===== config.mk =====
export PLATFORM = sky130hd
export DESIGN_NAME = pipeline_adder_arbiter_flat
export DESIGN_NICKNAME = d
export VERILOG_FILES = /design/src/rtl/pipeline_adder_arbiter_pkg.sv /design/src/rtl/pipeline_adder_arbiter_if.sv /design/src/rtl/pipeline_adder_arbiter_pipe.sv /design/src/rtl/pipeline_adder_arbiter.sv /design/src/flat_wrapper.sv
export SDC_FILE = /design/constraint.sdc
export NUM_CORES = 1
export LEC_CHECK = 0
export CAP_MARGIN = 20
export CORE_ASPECT_RATIO = 1.25
export CORE_MARGIN = 4
export CORE_UTILIZATION = 42
export CTS_CLUSTER_SIZE = 10
export DETAILED_ROUTE_END_ITERATION = 10
export PLACE_DENSITY_LB_ADDON = 0.15
export SKIP_CTS_REPAIR_TIMING = 1
export SYNTH_ARGS = -nofsm -noshare
export SYNTH_HDL_FRONTEND = slang
export SYNTH_SLANG_ARGS = --single-unit

===== constraint.sdc =====
create_clock -name enable -period 3.72 [get_ports enable]
set_clock_uncertainty 0.15 [all_clocks]
set_input_delay 0.744 -clock enable [delete_from_list [all_inputs] [get_ports enable]]
set_output_delay 0.744 -clock enable [all_outputs]
set_load 0.02 [all_outputs]

===== src/rtl/pipeline_adder_arbiter_pkg.sv =====
// Shared widths and stage payload types for the round-robin pipelined adder.
package adder_arb_pkg;
    localparam int NREQ_DEF = 4;
    localparam int OP_W     = 8;
    localparam int NIB_W    = 4;
    localparam int STATS_W  = 16;

    typedef struct packed {
        logic [NIB_W-1:0] lo;
        logic             c4;
        logic [NIB_W-1:0] a_hi;
        logic [NIB_W-1:0] b_hi;
    } s1_dat_t;

    typedef struct packed {
        logic            cout;
        logic [OP_W-1:0] sum;
    } rsp_dat_t;
endpackage


===== src/rtl/pipeline_adder_arbiter_if.sv =====
// Request/response bundle: NREQ packed requesters in, one valid/ready result stream out.
interface pipeline_adder_arbiter_if #(
    parameter int NREQ = adder_arb_pkg::NREQ_DEF,
    parameter int ID_W = $clog2(NREQ)
) ();
    import adder_arb_pkg::*;

    logic [NREQ-1:0]      req_valid;
    logic [OP_W*NREQ-1:0] req_a;
    logic [OP_W*NREQ-1:0] req_b;
    logic [NREQ-1:0]      req_cin;
    logic [NREQ-1:0]      req_ready;
    logic                 rsp_valid;
    logic                 rsp_ready;
    logic [ID_W-1:0]      rsp_id;
    logic [OP_W-1:0]      rsp_sum;
    logic                 rsp_cout;
    logic                 busy;

    modport master (
        output req_valid, req_a, req_b, req_cin, rsp_ready,
        input  req_ready, rsp_valid, rsp_id, rsp_sum, rsp_cout, busy
    );

    modport slave (
        input  req_valid, req_a, req_b, req_cin, rsp_ready,
        output req_ready, rsp_valid, rsp_id, rsp_sum, rsp_cout, busy
    );
endinterface


===== src/rtl/pipeline_adder_arbiter_pipe.sv =====
// Two-stage nibble-split 8-bit adder; 2-cycle latency, one op per cycle.
// i_hold freezes every stage (no bubble collapse).
module pipe_add8
    import adder_arb_pkg::*;
#(
    parameter int ID_W = 2
) (
    input  logic            clk,
    input  logic            rst,
    input  logic            i_hold,
    input  logic            i_vld,
    input  logic [OP_W-1:0] i_a,
    input  logic [OP_W-1:0] i_b,
    input  logic            i_cin,
    input  logic [ID_W-1:0] i_id,
    output logic            o_vld,
    output logic [ID_W-1:0] o_id,
    output logic [OP_W-1:0] o_sum,
    output logic            o_cout,
    output logic            o_busy
);
    logic            r_v1;
    logic [ID_W-1:0] r_id1;
    s1_dat_t         r_s1;
    logic            r_v2;
    logic [ID_W-1:0] r_id2;
    rsp_dat_t        r_rsp;

    logic [NIB_W:0]  w_lo;
    logic [NIB_W:0]  w_hi;

    assign w_lo = {1'b0, i_a[NIB_W-1:0]} + {1'b0, i_b[NIB_W-1:0]} + {{NIB_W{1'b0}}, i_cin};
    assign w_hi = {1'b0, r_s1.a_hi} + {1'b0, r_s1.b_hi} + {{NIB_W{1'b0}}, r_s1.c4};

    always_ff @(posedge clk) begin
        if (!rst) begin
            r_v1  <= 1'b0;
            r_id1 <= '0;
            r_s1  <= '0;
            r_v2  <= 1'b0;
            r_id2 <= '0;
            r_rsp <= '0;
        end else if (!i_hold) begin
            r_v1       <= i_vld;
            r_id1      <= i_id;
            r_s1.lo    <= w_lo[NIB_W-1:0];
            r_s1.c4    <= w_lo[NIB_W];
            r_s1.a_hi  <= i_a[OP_W-1:NIB_W];
            r_s1.b_hi  <= i_b[OP_W-1:NIB_W];
            r_v2       <= r_v1;
            r_id2      <= r_id1;
            r_rsp.cout <= w_hi[NIB_W];
            r_rsp.sum  <= {w_hi[NIB_W-1:0], r_s1.lo};
        end
    end

    assign o_vld  = r_v2;
    assign o_id   = r_id2;
    assign o_sum  = r_rsp.sum;
    assign o_cout = r_rsp.cout;
    assign o_busy = r_v1 | r_v2;
endmodule


===== src/rtl/pipeline_adder_arbiter.sv =====
// Round-robin arbiter feeding a 2-cycle adder pipe; result 2 edges after grant, 1 op/cycle.
// Backpressure: rsp_valid && !rsp_ready stalls the whole pipe and withholds all grants. Option: ADDER_ARB_STATS_EN adds op_count.
module pipeline_adder_arbiter
    import adder_arb_pkg::*;
#(
    parameter int NREQ = NREQ_DEF,
    parameter int ID_W = $clog2(NREQ)
) (
    input  logic                      enable,
    input  logic                      rst,
    pipeline_adder_arbiter_if.slave   bus
`ifdef ADDER_ARB_STATS_EN
    ,
    output logic [STATS_W-1:0]        op_count
`endif
);
    logic [ID_W-1:0] r_ptr;
    logic [ID_W-1:0] w_gnt_id;
    logic [ID_W-1:0] w_ptr_nxt;
    logic [NREQ-1:0] w_grant;
    logic            w_found;
    logic            w_stall;
    logic            w_go;
    logic            w_accept;
    logic [OP_W-1:0] w_a;
    logic [OP_W-1:0] w_b;
    logic            w_cin;
    logic            w_pipe_vld;

    // Search begins at r_ptr and wraps; grant depends only on req_valid.
    always_comb begin
        w_found  = 1'b0;
        w_gnt_id = '0;
        for (int k = 0; k < NREQ; k++) begin
            if (!w_found && bus.req_valid[(int'(r_ptr) + k) % NREQ]) begin
                w_found  = 1'b1;
                w_gnt_id = ID_W'((int'(r_ptr) + k) % NREQ);
            end
        end
        w_grant           = '0;
        w_grant[w_gnt_id] = w_found;
    end

    assign w_stall   = bus.rsp_valid & ~bus.rsp_ready;
    assign w_go      = rst & ~w_stall;
    assign w_accept  = w_found & w_go;
    assign w_ptr_nxt = (int'(w_gnt_id) == NREQ - 1) ? '0 : w_gnt_id + 1'b1;

    assign bus.req_ready = w_grant & {NREQ{w_go}};

    assign w_a   = bus.req_a[int'(w_gnt_id)*OP_W +: OP_W];
    assign w_b   = bus.req_b[int'(w_gnt_id)*OP_W +: OP_W];
    assign w_cin = bus.req_cin[w_gnt_id];

    always_ff @(posedge enable) begin
        if (!rst) begin
            r_ptr <= '0;
        end else if (w_accept) begin
            r_ptr <= w_ptr_nxt;
        end
    end

    pipe_add8 #(
        .ID_W (ID_W)
    ) u_pipe (
        .clk    (enable),
        .rst    (rst),
        .i_hold (w_stall),
        .i_vld  (w_accept),
        .i_a    (w_a),
        .i_b    (w_b),
        .i_cin  (w_cin),
        .i_id   (w_gnt_id),
        .o_vld  (w_pipe_vld),
        .o_id   (bus.rsp_id),
        .o_sum  (bus.rsp_sum),
        .o_cout (bus.rsp_cout),
        .o_busy (bus.busy)
    );

    // Gated so a result never appears during reset, even before the clearing edge.
    assign bus.rsp_valid = w_pipe_vld & rst;

`ifdef ADDER_ARB_STATS_EN
    logic [STATS_W-1:0] r_op_count;

    always_ff @(posedge enable) begin
        if (!rst) begin
            r_op_count <= '0;
        end else if (bus.rsp_valid && bus.rsp_ready) begin
            r_op_count <= r_op_count + 1'b1;
        end
    end

    assign op_count = r_op_count;
`endif
endmodule

===== src/flat_wrapper.sv =====
// flat-port wrapper written by rule: the top's interface ports become plain ports
module pipeline_adder_arbiter_flat import adder_arb_pkg::*;
#(
    parameter int NREQ = NREQ_DEF,
    parameter int ID_W = $clog2(NREQ)
)
  (enable, rst, bus_req_valid, bus_req_a, bus_req_b, bus_req_cin, bus_rsp_ready, bus_req_ready, bus_rsp_valid, bus_rsp_id, bus_rsp_sum, bus_rsp_cout, bus_busy);
  pipeline_adder_arbiter_if #(.NREQ(NREQ), .ID_W(ID_W)) bus_i ();
  input  logic enable;
  input  logic rst;
  input wire logic [$bits(bus_i.req_valid)-1:0] bus_req_valid;
  input wire logic [$bits(bus_i.req_a)-1:0] bus_req_a;
  input wire logic [$bits(bus_i.req_b)-1:0] bus_req_b;
  input wire logic [$bits(bus_i.req_cin)-1:0] bus_req_cin;
  input wire logic [$bits(bus_i.rsp_ready)-1:0] bus_rsp_ready;
  output wire logic [$bits(bus_i.req_ready)-1:0] bus_req_ready;
  output wire logic [$bits(bus_i.rsp_valid)-1:0] bus_rsp_valid;
  output wire logic [$bits(bus_i.rsp_id)-1:0] bus_rsp_id;
  output wire logic [$bits(bus_i.rsp_sum)-1:0] bus_rsp_sum;
  output wire logic [$bits(bus_i.rsp_cout)-1:0] bus_rsp_cout;
  output wire logic [$bits(bus_i.busy)-1:0] bus_busy;
  assign bus_i.req_valid = bus_req_valid;
  assign bus_i.req_a = bus_req_a;
  assign bus_i.req_b = bus_req_b;
  assign bus_i.req_cin = bus_req_cin;
  assign bus_i.rsp_ready = bus_rsp_ready;
  assign bus_req_ready = bus_i.req_ready;
  assign bus_rsp_valid = bus_i.rsp_valid;
  assign bus_rsp_id = bus_i.rsp_id;
  assign bus_rsp_sum = bus_i.rsp_sum;
  assign bus_rsp_cout = bus_i.rsp_cout;
  assign bus_busy = bus_i.busy;
  pipeline_adder_arbiter #(.NREQ(NREQ), .ID_W(ID_W)) u_core (.enable(enable), .rst(rst), .bus(bus_i));
endmodule

Word-level counts from Yosys, hierarchy flattened
Index checks and enable logic that the tools add are counted.
{"block": "op_classes", "add_sub_neg": 8, "order_cmp": 6, "n_eq_ne": 1, "shifts": 2, "muxes": 24, "bitwise_logic": 12, "n_reduce_logical": 10}
{"op": "indexed part select 32 x 6 -> 8 bit", "count": 2}
{"op": "two-way mux 1 bit", "count": 13}
{"op": "< comparator 3 x 4 -> 1 bit (second input constant)", "count": 3}
{"op": "adder 4 x 4 -> 5 bit", "count": 2}
{"op": "adder 5 x 1 -> 5 bit", "count": 2}
{"op": "binary-select mux 1 bit (select 2 bit)", "count": 5}
{"op": "two-way mux 2 bit", "count": 5}
{"op": "AND 4 bit", "count": 2}
{"op": "< comparator 2 x 3 -> 1 bit (second input constant)", "count": 2}
{"op": "OR reduction 2 bit", "count": 3}
{"op": "adder 2 x 1 -> 2 bit (second input constant)", "count": 2}
{"op": "adder 2 bit (second input constant)", "count": 2}
{"op": "AND 1 bit", "count": 4}
{"op": "logical AND 1 bit", "count": 4}
{"op": "AND 1 bit (first input constant)", "count": 3}
{"op": "zero test 1 bit", "count": 3}
{"op": "demux 1 bit (select 2 bit)", "count": 1}
{"op": "equality test 2 x 1 -> 1 bit (second input constant)", "count": 1}
{"op": "greater-or-equal comparator 2 x 1 -> 1 bit (second input constant)", "count": 1}
{"op": "inverter 1 bit", "count": 2}
{"op": "OR 1 bit", "count": 1}
{"block": "totals", "ff_bits": 30, "inputBits": 75, "output_inout_bits": 17, "word_cells": 74}

Longest topological paths before layout
Gate-level depths: netlist of run 1.
{"block": "depth", "word_depth": 20, "ltp_mapped": 13, "depth_no_buf": 11}

By module
Synthesis of run 1 repeated with hierarchy kept, for this count alone.
{"block": "unflattened", "cells_unflattened": 220, "area_unflattened_um2": 2128.3}
{"module": "pipe_add8", "n_inst": 1, "cells_each": 128, "area_each_um2": 1278.7, "seq_area_each_um2": 560.5}
{"module": "pipeline_adder_arbiter", "n_inst": 1, "cells_each": 92, "area_each_um2": 849.6, "seq_area_each_um2": 40.0}

Worst setup path after synthesis of run 1
Ideal clock, no wire load.
{"block": "synth_timing", "path_type": "input port to flip-flop", "startpoint": "input bus_req_valid[0]", "endpoint": "register u_core.u_pipe.r_s1[8] (netlist bit)", "setup_time_ns": 0.095, "t_arrival_ns": 3.155, "t_required_ns": 3.475, "setup_slack_ns": 0.319, "cell_stages": 11, "n_path_buf": 1, "path_cell_list": "a21oi_1 > nor3b_1 > or3_4 > clkinv_2 > buf_8 > mux2_2 > fa_1 > fa_1 > nor2b_1 > o21ai_0 > a221oi_1"}
{"block": "synth_via", "elab_chain_len": 15}
{"item": "start: declaration", "line_no": "flat_wrapper.sv:11", "source": "input wire logic [$bits(bus_i.req_valid)-1:0] bus_req_valid;"}
{"item": "binary-select mux 1 bit (select 2 bit)", "line_no": "pipeline_adder_arbiter.sv:35", "source": "if (!w_found && bus.req_valid[(int'(r_ptr) + k) % NREQ]) begin"}
{"item": "two-way mux 1 bit (not written as such)", "line_no": "pipeline_adder_arbiter.sv:35"}
{"item": "two-way mux 1 bit", "line_no": "pipeline_adder_arbiter.sv:35"}
{"item": "zero test 1 bit", "line_no": "pipeline_adder_arbiter.sv:35"}
{"item": "logical AND 1 bit", "line_no": "pipeline_adder_arbiter.sv:35"}
{"item": "two-way mux 1 bit", "line_no": "pipeline_adder_arbiter.sv:35"}
{"item": "zero test 1 bit", "line_no": "pipeline_adder_arbiter.sv:35"}
{"item": "logical AND 1 bit", "line_no": "pipeline_adder_arbiter.sv:35"}
{"item": "two-way mux 1 bit", "line_no": "pipeline_adder_arbiter.sv:35"}
{"item": "zero test 1 bit", "line_no": "pipeline_adder_arbiter.sv:35"}
{"item": "logical AND 1 bit", "line_no": "pipeline_adder_arbiter.sv:35"}
{"item": "two-way mux 2 bit (*)", "line_no": "pipeline_adder_arbiter.sv:35"}
{"item": "via u_core.u_pipe.i_id[1]", "line_no": "pipeline_adder_arbiter_pipe.sv:15", "source": "input logic [ID_W-1:0] i_id,"}
{"item": "indexed part select 32 x 6 -> 8 bit, or another cell as far along", "line_no": "pipeline_adder_arbiter.sv:51", "source": "assign w_a = bus.req_a[int'(w_gnt_id)*OP_W +: OP_W];"}
{"item": "adder 4 x 4 -> 5 bit / two-way mux 1 bit (equally long branches)", "line_no": "pipeline_adder_arbiter_pipe.sv:32, pipeline_adder_arbiter.sv:53"}
{"item": "adder 5 x 1 -> 5 bit (*)", "line_no": "pipeline_adder_arbiter_pipe.sv:32", "source": "assign w_lo = {1'b0, i_a[NIB_W-1:0]} + {1'b0, i_b[NIB_W-1:0]} + {{NIB_W{1'b0}}, i_cin};"}
{"item": "end: declaration", "line_no": "pipeline_adder_arbiter_pipe.sv:24", "source": "s1_dat_t r_s1;"}
The timed path passes the listed nets; every way through them passes the cells marked *. The select of a mux whose other input is x is not followed.
A chain may end at the register's enable or synchronous reset.

Final worst setup path of run 1
{"block": "layout_timing", "startpoint": "input bus_req_valid[0]", "endpoint": "register u_core.u_pipe.r_s1[8] (netlist bit)"}
{"block": "layout_via", "elab_chain_len": 15}
{"item": "binary-select mux 1 bit (select 2 bit)", "line_no": "pipeline_adder_arbiter.sv:35"}
{"item": "two-way mux 1 bit (not written as such)", "line_no": "pipeline_adder_arbiter.sv:35"}
{"item": "two-way mux 1 bit", "line_no": "pipeline_adder_arbiter.sv:35"}
{"item": "zero test 1 bit", "line_no": "pipeline_adder_arbiter.sv:35"}
{"item": "logical AND 1 bit", "line_no": "pipeline_adder_arbiter.sv:35"}
{"item": "two-way mux 1 bit", "line_no": "pipeline_adder_arbiter.sv:35"}
{"item": "zero test 1 bit", "line_no": "pipeline_adder_arbiter.sv:35"}
{"item": "logical AND 1 bit", "line_no": "pipeline_adder_arbiter.sv:35"}
{"item": "two-way mux 1 bit", "line_no": "pipeline_adder_arbiter.sv:35"}
{"item": "zero test 1 bit", "line_no": "pipeline_adder_arbiter.sv:35"}
{"item": "logical AND 1 bit", "line_no": "pipeline_adder_arbiter.sv:35"}
{"item": "two-way mux 2 bit (*)", "line_no": "pipeline_adder_arbiter.sv:35"}
{"item": "indexed part select 32 x 6 -> 8 bit, or another cell as far along", "line_no": "pipeline_adder_arbiter.sv:51"}
{"item": "adder 4 x 4 -> 5 bit / two-way mux 1 bit (equally long branches)", "line_no": "pipeline_adder_arbiter_pipe.sv:32, pipeline_adder_arbiter.sv:53"}
{"item": "adder 5 x 1 -> 5 bit (*)", "line_no": "pipeline_adder_arbiter_pipe.sv:32"}
Every way passes the cells marked *; elsewhere a longest branch is shown, timed or not. The select of a mux whose other input is x is not followed.

==> results.py, run 1 <==
metrics = {
    "yosys": {
        "yosysSeqAreaShare_pct": 29.6,
        "post_synthesis_adder_cell_area_fraction_pct": 10.1,
        "synth_compound_gate_area_share_pct": 12.6,
        "synth_top_area_share_pct": 29.6,
        "largest_family_of_logic_cells_by_synthesized_area": "multiplexers",
        "synth_area_per_cell_um2": 9.18,
        "syn_nets": 310,
        "synthDominantAreaCellType": "sky130_fd_sc_hd__dfxtp_1",
        "xor_xnor_portion_of_the_synthesized_cell_area_pct": 0.863,
        "post_synth_and_or_nand_nor_area_fraction_pct": 17.2,
        "post_synth_inst_count": 221,
        "ys.warnings.count": 0,
        "synth_mux_area_share_pct": 22.7,
        "ys_ff_latch": 30,
        "ys_top_cells_by_area": "sky130_fd_sc_hd__dfxtp_1 30%, sky130_fd_sc_hd__mux2i_1 20%, sky130_fd_sc_hd__nand2_1 6.7%, sky130_fd_sc_hd__ha_1 6.2%, sky130_fd_sc_hd__fa_1 3.9%",
        "syn_area_um2": 2030,
        "synthDistinctLibCells": 41,
    },
    "clock_network": {
        "clkSinkCount": 30,
        "tritoncts": "done",
        "cts-buffers-inserted": 5,
        "cts.reportedPaths.clkPinSlew_ns": 0.06,
        "clkLatencyLatePin_ns": 0.28,
        "cts-root-buf": "sky130_fd_sc_hd__clkbuf_8",
        "cts-htree-levels": 2,
        "cts_buffer_depth": 2,
    },
    "detailed_routing": {
        "drc": 0,
        "dr.first_iter.drc_count": 67,
        "dr.pass1.iters": 4,
        "wl_per_cell_um": 12.8,
        "dr_total_vias": 1888,
        "viasPerCell": 4.93,
        "totalWireLength_um": 4890,
        "antenna_nets_post_route": 0,
    },
    "timing": {
        "final_max_tran_viols": 0,
        "finalHoldViolCount": 0,
        "setup_viol": 0,
        "post-route-min-period_ns": 3.53,
        "post-route-period-util_pct": 95.0,
        "worstMarginPinSlew_ns": 0.384,
        "finalWorstSetupSlack_ns": 0.186,
        "finalSetupTns_ns": 0,
        "rsz0062_at_grt": "false",
        "slew_headroom_pct": 74.3,
        "maxClockFrequency_mhz": 283,
    },
    "power": {
        "comb_power_share_pct": 52.8,
        "leakage_nw": 1.46,
        "net_sw_power_w": 0.000530,
        "power_switching_share_pct": 34.6,
        "p_clk_share_pct": 17.3,
        "worst_ir_drop_vdd_mv": 0.209,
        "power_density_nw_per_um2": 488,
        "intPower_w": 0.00100,
        "power_share_of_the_sequential_group_pct": 29.9,
    },
    "setup_path": {
        "cpPeakStageDelay_ns": 0.48,
        "worstSetupStartpointType": "primary input",
        "setup.worst_path.start": "bus_req_valid[0]",
        "timing.rr.start": "u_core.r_ptr[1]$_SDFFE_PN0P_",
        "cpMaxStageDelayCell": "sky130_fd_sc_hd__fa_1",
        "critPathKind": "primary input to flop",
        "endpoint_kind": "flop",
        "cp_max_fo": 6,
        "crit_chain": "clkdlybuf4s50_1 -> a21oi_1 -> nor3b_1 -> or3_4 -> clkinv_2 -> mux2_2 -> fa_1 -> fa_2 -> nor2b_1 -> o21ai_0 -> a221oi_1",
        "worst_path_arrival_time_ns": 3.56,
        "timing.critical_path.buf_inv": 2,
        "critical-path-top-delay-family": "adder cells",
        "worstPathRequired_ns": 3.75,
    },
    "hold_path": {
        "timing.hold.worst.class": "flop to flop",
        "hold_start": "u_core.u_pipe.o_sum[3]$_SDFFE_PN0N_",
    },
    "floorplan": {
        "io_pins": 92,
        "die_area_um2": 6020,
        "die_x_um": 70.2,
        "die-height_um": 85.7,
        "std_cell_rows": 28,
        "initial_utilization_pct": 43.2,
        "design.core.area_um2": 4690,
    },
    "place": {
        "placed_cells_incl_taps": 375,
        "gp_routability_congestion": 0.722,
        "dpl.hpwl_um": 3950,
        "post-place-ws_ns": -0.222,
        "detailed_place.area_um2": 3030,
        "buffer_ports.inserted": 91,
    },
    "status": {
        "run_status": "finished clean",
    },
    "final_layout": {
        "drive_above_1_share_pct": 10.8,
        "flow.area_growth_from_synthesis_pct": 54.7,
        "fin_area_um2": 3140,
        "finalNetCount": 411,
        "stdcell_count": 383,
        "insertedDiodeCount": 0,
    },
    "global_routing": {
        "antenna_violations_before_repair": 0,
        "grt_pass1_wl_um": 7910,
        "grt_start_max_net_pins": 34,
        "groute.usage.overall_pct": 16.4,
        "grt_pass1_vias": 1869,
        "global_route.overflow_total": 0,
    },
    "job": {
        "maximum_capacitance_violations": 0,
    },
}
## power by group through the flow
stage | logic (W) | clock network (W) | registers (W)
finish | 0.000810 | 0.000265 | 0.000458
global route | 0.000898 | 0.000281 | 0.000470
CTS | 0.000815 | 0.000273 | 0.000458
detailed placement | 0.000805 | 0 | 0.000464
global placement | 0.000796 | 0 | 0.000462
floorplan | 0.000511 | 0 | 0.000492
## sequential cells by signal (all words and copies together) (netlist names)
| name | count |
|---|---|
| u_core.r_ptr | 2 |
| u_core.u_pipe.o_cout | 1 |
| u_core.u_pipe.o_id | 2 |
| u_core.u_pipe.o_sum | 8 |
| u_core.u_pipe.o_vld | 1 |
| u_core.u_pipe.r_id1 | 2 |
| u_core.u_pipe.r_s1 | 13 |
| u_core.u_pipe.r_v1 | 1 |
## kinds of logic after synthesis
kind of cell	count (synthesis)
xor gates and xnor gates	2
adders and majority gates	14
and+or+nand+nor	70
buffers and inverters	22
DFF	30
muxes	45
AOI/OAI and AO/OA	38
## worst paths after layout
check	to	slack, ns	depth (start not counted)
max	u_core.u_pipe.r_s1[8]$_SDFFE_PN0N_	0.19	11
min reg2reg	u_core.u_pipe.o_sum[3]$_SDFFE_PN0N_	0.28	2
max reg2reg	u_core.u_pipe.r_s1[8]$_SDFFE_PN0N_	0.78	10
min	u_core.u_pipe.o_sum[3]$_SDFFE_PN0N_	0.28	2
## layout make-up
cell class	count	area [um^2]
inverters	10	38.8
multi-input cells	169	1300
repair buffers	106	1030
clock buffers	7	86.3
clock inverters	1	5.00
flip-flops and latches	30	601
fillers	426	1560
well taps	60	75.1
## routing by layer
metal	global-route usage, %	part of all wire (%)	vias up
met3	3.17	4.8	5
met1	18.2	43	843
li1	-	-	985
met5	0	0	-
met2	30.8	51	55
met4	5.75	1.2	0
## cells in the final DEF, fill, tap and decap left out, types with 2 or more instances in the layout
master,instances
sky130_fd_sc_hd__o21ai_0,7
sky130_fd_sc_hd__and2_1,5
sky130_fd_sc_hd__mux2i_1,40
sky130_fd_sc_hd__nor3_1,2
sky130_fd_sc_hd__o221ai_1,8
sky130_fd_sc_hd__xnor2_1,2
sky130_fd_sc_hd__or3b_1,2
sky130_fd_sc_hd__nor2b_1,3
sky130_fd_sc_hd__nor2_1,5
sky130_fd_sc_hd__inv_1,8
sky130_fd_sc_hd__clkbuf_8,6
sky130_fd_sc_hd__dlymetal6s2s_1,4
sky130_fd_sc_hd__dfxtp_1,30
sky130_fd_sc_hd__nand2b_1,3
sky130_fd_sc_hd__a21o_1,2
sky130_fd_sc_hd__buf_4,15
sky130_fd_sc_hd__nand3_1,8
sky130_fd_sc_hd__mux2_2,4
sky130_fd_sc_hd__clkdlybuf4s50_1,87
sky130_fd_sc_hd__a21oi_1,11
sky130_fd_sc_hd__fa_1,3
sky130_fd_sc_hd__clkinv_2,2
sky130_fd_sc_hd__nand2_1,36
sky130_fd_sc_hd__ha_1,10
sky130_fd_sc_hd__o31ai_1,3
sky130_fd_sc_hd__o21a_1,2
## Yosys cell counts, drive strengths merged
library cell  instances
a211o                 1
a211oi                2
a21o                  2
a21oi                11
a221oi                1
and2                  6
and2b                 1
buf                  11
clkbuf                1
clkinv                2
dfxtp                30
fa                    4
ha                   10
inv                   8
mux2                  5
mux2i                40
nand2                36
nand2b                3
nand3                 9
nor2                  5
nor2b                 3
nor3                  2
nor3b                 1
o21a                  2
o21ai                 7
o221ai                8
o22ai                 1
o31ai                 3
or2                   1
or3                   1
or3b                  2
xnor2                 2
## metrics by stage
| step | power, W | util [%] | hold slack, ns |
|---|---|---|---|
| global route | 0.00165 | 66.9 | 0.315 |
| CTS | 0.00155 | 66.4 | 0.288 |
| detailed placement | 0.00127 | 64.5 | 0.280 |
| finish | 0.00153 | 66.9 | 0.283 |
| floorplan | 0.00100 | - | 0.275 |
| global placement | 0.00126 | 64.5 | 0.275 |
## worst reg2reg max path, delay by kind of cell (launching register included)
family | cells | cell delay, ns
muxes | 1 | 0.36
AOI/OAI and AO/OA | 3 | 0.45
DFF | 1 | 0.35
and+or+nand+nor | 3 | 0.56
buffers and inverters | 1 | 0.11
adders and majority gates | 2 | 0.86
(Power assumes the default switching activity.)
==> run 2, diff against run 1 <==
--- a/config.mk
+++ b/config.mk
@@ -8,8 +8,9 @@
 export CAP_MARGIN = 20
 export CORE_ASPECT_RATIO = 1.25
 export CORE_MARGIN = 4
-export CORE_UTILIZATION = 42
-export CTS_CLUSTER_SIZE = 10
+export CORE_UTILIZATION = 43
+export CTS_BUF_LIST = sky130_fd_sc_hd__clkbuf_2 sky130_fd_sc_hd__clkbuf_4 sky130_fd_sc_hd__clkbuf_8
+export CTS_CLUSTER_SIZE = 16
 export DETAILED_ROUTE_END_ITERATION = 10
 export PLACE_DENSITY_LB_ADDON = 0.15
 export SKIP_CTS_REPAIR_TIMING = 1
==> results.py, run 2 (synthesis gave the netlist of run 1 again) <==
metrics = {
    "power": {
        "power_density_nw_per_um2": 485,
        "worst_ir_drop_vdd_mv": 0.257,
        "leakage_nw": 1.45,
    },
    "final_layout": {
        "flip_flop_count_of_the_largest_register_after_layout": 13,
        "ff_latch_area_um2": 601,
        "commonest_non_fill_non_tap_cell_in_the_layout": "sky130_fd_sc_hd__clkdlybuf4s50_1",
        "most-common-layout-cells": "87 x sky130_fd_sc_hd__clkdlybuf4s50_1, 40 x sky130_fd_sc_hd__mux2i_1, 36 x sky130_fd_sc_hd__nand2_1",
        "most_flop_heavy_register": "u_core.u_pipe.r_s1",
        "drive_above_1_share_pct": 10.6,
        "area_of_the_multi_input_gates_um2": 1300,
        "layout.core_utilization_pct": 69.5,
        "fill_cells": 385,
        "flow.area_growth_from_synthesis_pct": 53.9,
        "finalNetCount": 410,
        "insertedDiodeCount": 0,
    },
    "floorplan": {
        "initial_utilization_pct": 45.2,
        "die_area_um2": 5890,
        "io_pins": 92,
        "die-height_um": 84.8,
        "design.core.area_um2": 4490,
        "std_cell_rows": 27,
        "die_x_um": 69.4,
    },
    "detailed_routing": {
        "dr.pass1.iters": 4,
        "antenna_nets_post_route": 0,
        "dr.first_iter.drc_count": 132,
        "met2_wirelength_um": 2470,
        "route.top_layer_used": "met4",
        "wl_per_cell_um": 12.8,
        "totalWireLength_um": 4840,
        "met3RoutedLength_um": 285,
        "dr_total_vias": 1876,
        "drc": 0,
        "met1Wirelength_um": 2040,
        "viasPerCell": 4.96,
    },
    "timing": {
        "post-route-period-util_pct": 94.7,
        "maxClockFrequency_mhz": 284,
        "finalSetupTns_ns": 0,
        "setup_viol": 0,
        "slew_headroom_pct": 77.5,
        "final_max_tran_viols": 0,
        "post-route-min-period_ns": 3.52,
        "hold_slack_ns": 0.282,
        "finalHoldViolCount": 0,
        "rsz0062_at_grt": "false",
        "worstMarginPinSlew_ns": 0.336,
    },
    "clock_network": {
        "cts-htree-levels": 2,
        "tritoncts": "done",
        "cts-buffers-inserted": 5,
        "cts-root-buf": "sky130_fd_sc_hd__clkbuf_8",
        "cts_buffer_depth": 2,
        "cts.reportedPaths.clkPinSlew_ns": 0.06,
        "clkSinkCount": 30,
        "clkLatencyLatePin_ns": 0.28,
    },
    "place": {
        "dpl.hpwl_um": 3910,
        "gp_routability_congestion": 0.768,
        "buffer_ports.inserted": 91,
    },
    "job": {
        "maximum_capacitance_violations": 0,
    },
    "setup_path": {
        "cp_max_fo": 12,
        "worst_path_arrival_time_ns": 3.58,
        "cpMaxStageDelayCell": "sky130_fd_sc_hd__clkdlybuf4s50_1",
        "r2r_slack_ns": 0.80,
        "timing.rr.start": "u_core.r_ptr[0]$_SDFFE_PN0P_",
        "critPathKind": "primary input to flop",
        "crit_chain": "clkdlybuf4s50_1 -> nand2b_1 -> a21oi_1 -> a211o_4 -> buf_4 -> mux2i_1 -> mux2i_1 -> ha_1 -> nor2b_1 -> o21a_1 -> o21ai_0 -> or3b_1 -> a21oi_1",
        "endpoint_kind": "flop",
        "worstPathRequired_ns": 3.78,
        "setup.worst_path.start": "bus_req_valid[1]",
        "worstSetupStartpointType": "primary input",
        "cpPeakStageDelay_ns": 0.51,
    },
    "global_routing": {
        "global_route.overflow_total": 0,
        "grt_pass1_wl_um": 7960,
        "grt_pass1_vias": 1801,
        "groute.usage.overall_pct": 16.3,
        "antenna_violations_before_repair": 0,
        "grt_start_max_net_pins": 34,
    },
    "status": {
        "run_status": "finished clean",
    },
    "hold_path": {
        "hold_start": "u_core.u_pipe.o_id[0]$_SDFFE_PN0N_",
        "timing.hold.worst.class": "flop to flop",
    },
}
[run 2: cell count changes in the layout (fill, tap and decap cells not counted)]
| cell | delta |
|---|---|
| sky130_fd_sc_hd__fa_2 | +1 |
| sky130_fd_sc_hd__inv_4 | +1 |
| sky130_fd_sc_hd__clkbuf_1 | -1 |
| sky130_fd_sc_hd__fa_1 | -1 |
| sky130_fd_sc_hd__buf_4 | -1 |
| sky130_fd_sc_hd__clkinv_2 | -2 |
[run 2: report_power, final]
part	total (W)	internal, W	switching [W]	leakage (nW)
Sequential	0.000462	0.000409	0.0000527	0.249
Combinational	0.000800	0.000439	0.000361	1.16
Clock	0.000253	0.000142	0.000111	0.0431
[run 2: area by class of cell]
type | count | area share, %
Multi-Input combinational cell | 169 | 41.7
Timing Repair Buffer | 105 | 32.8
Sequential cell | 30 | 19.2
Clock buffer | 6 | 2.64
Tap cell | 58 | 2.32
Inverter | 10 | 1.28
[run 2: through the flow]
step | std cells | worst slack, ns | power [W] | area (um^2)
after floorplan | 221 | 0.319 | 0.00100 | 2030
after detailed placement | 372 | -0.201 | 0.00127 | 3020
after CTS | 378 | -0.0880 | 0.00152 | 3100
after global routing | 378 | 0.0121 | 0.00163 | 3120
after global placement | 372 | -0.113 | 0.00125 | 3020
final | 378 | 0.198 | 0.00151 | 3120
[run 2: final timing paths]
| kind | endpoint | depth (start not counted) |
|---|---|---|
| worst max-delay path | u_core.u_pipe.r_s1[12]$_SDFFE_PN0N_ | 13 |
| worst min-delay path | u_core.u_pipe.o_id[0]$_SDFFE_PN0N_ | 2 |
| worst min register to register | u_core.u_pipe.o_id[0]$_SDFFE_PN0N_ | 2 |
| worst max register to register | u_core.u_pipe.r_s1[12]$_SDFFE_PN0N_ | 12 |
[run 2: layer usage]
layer  GRT usage, %  vias to the layer above
met5              0                        -
met4           4.26                        0
met3           4.38                        7
met1           19.1                      841
met2           29.3                       55
li1               -                      973
[run 2: critical path: cells and delay by family]
kind	cells	cell delay, ns
buf+inv	2	0.70
mux	2	0.35
compound gates	5	0.91
simple gates	3	0.60
fa+ha+maj	1	0.28
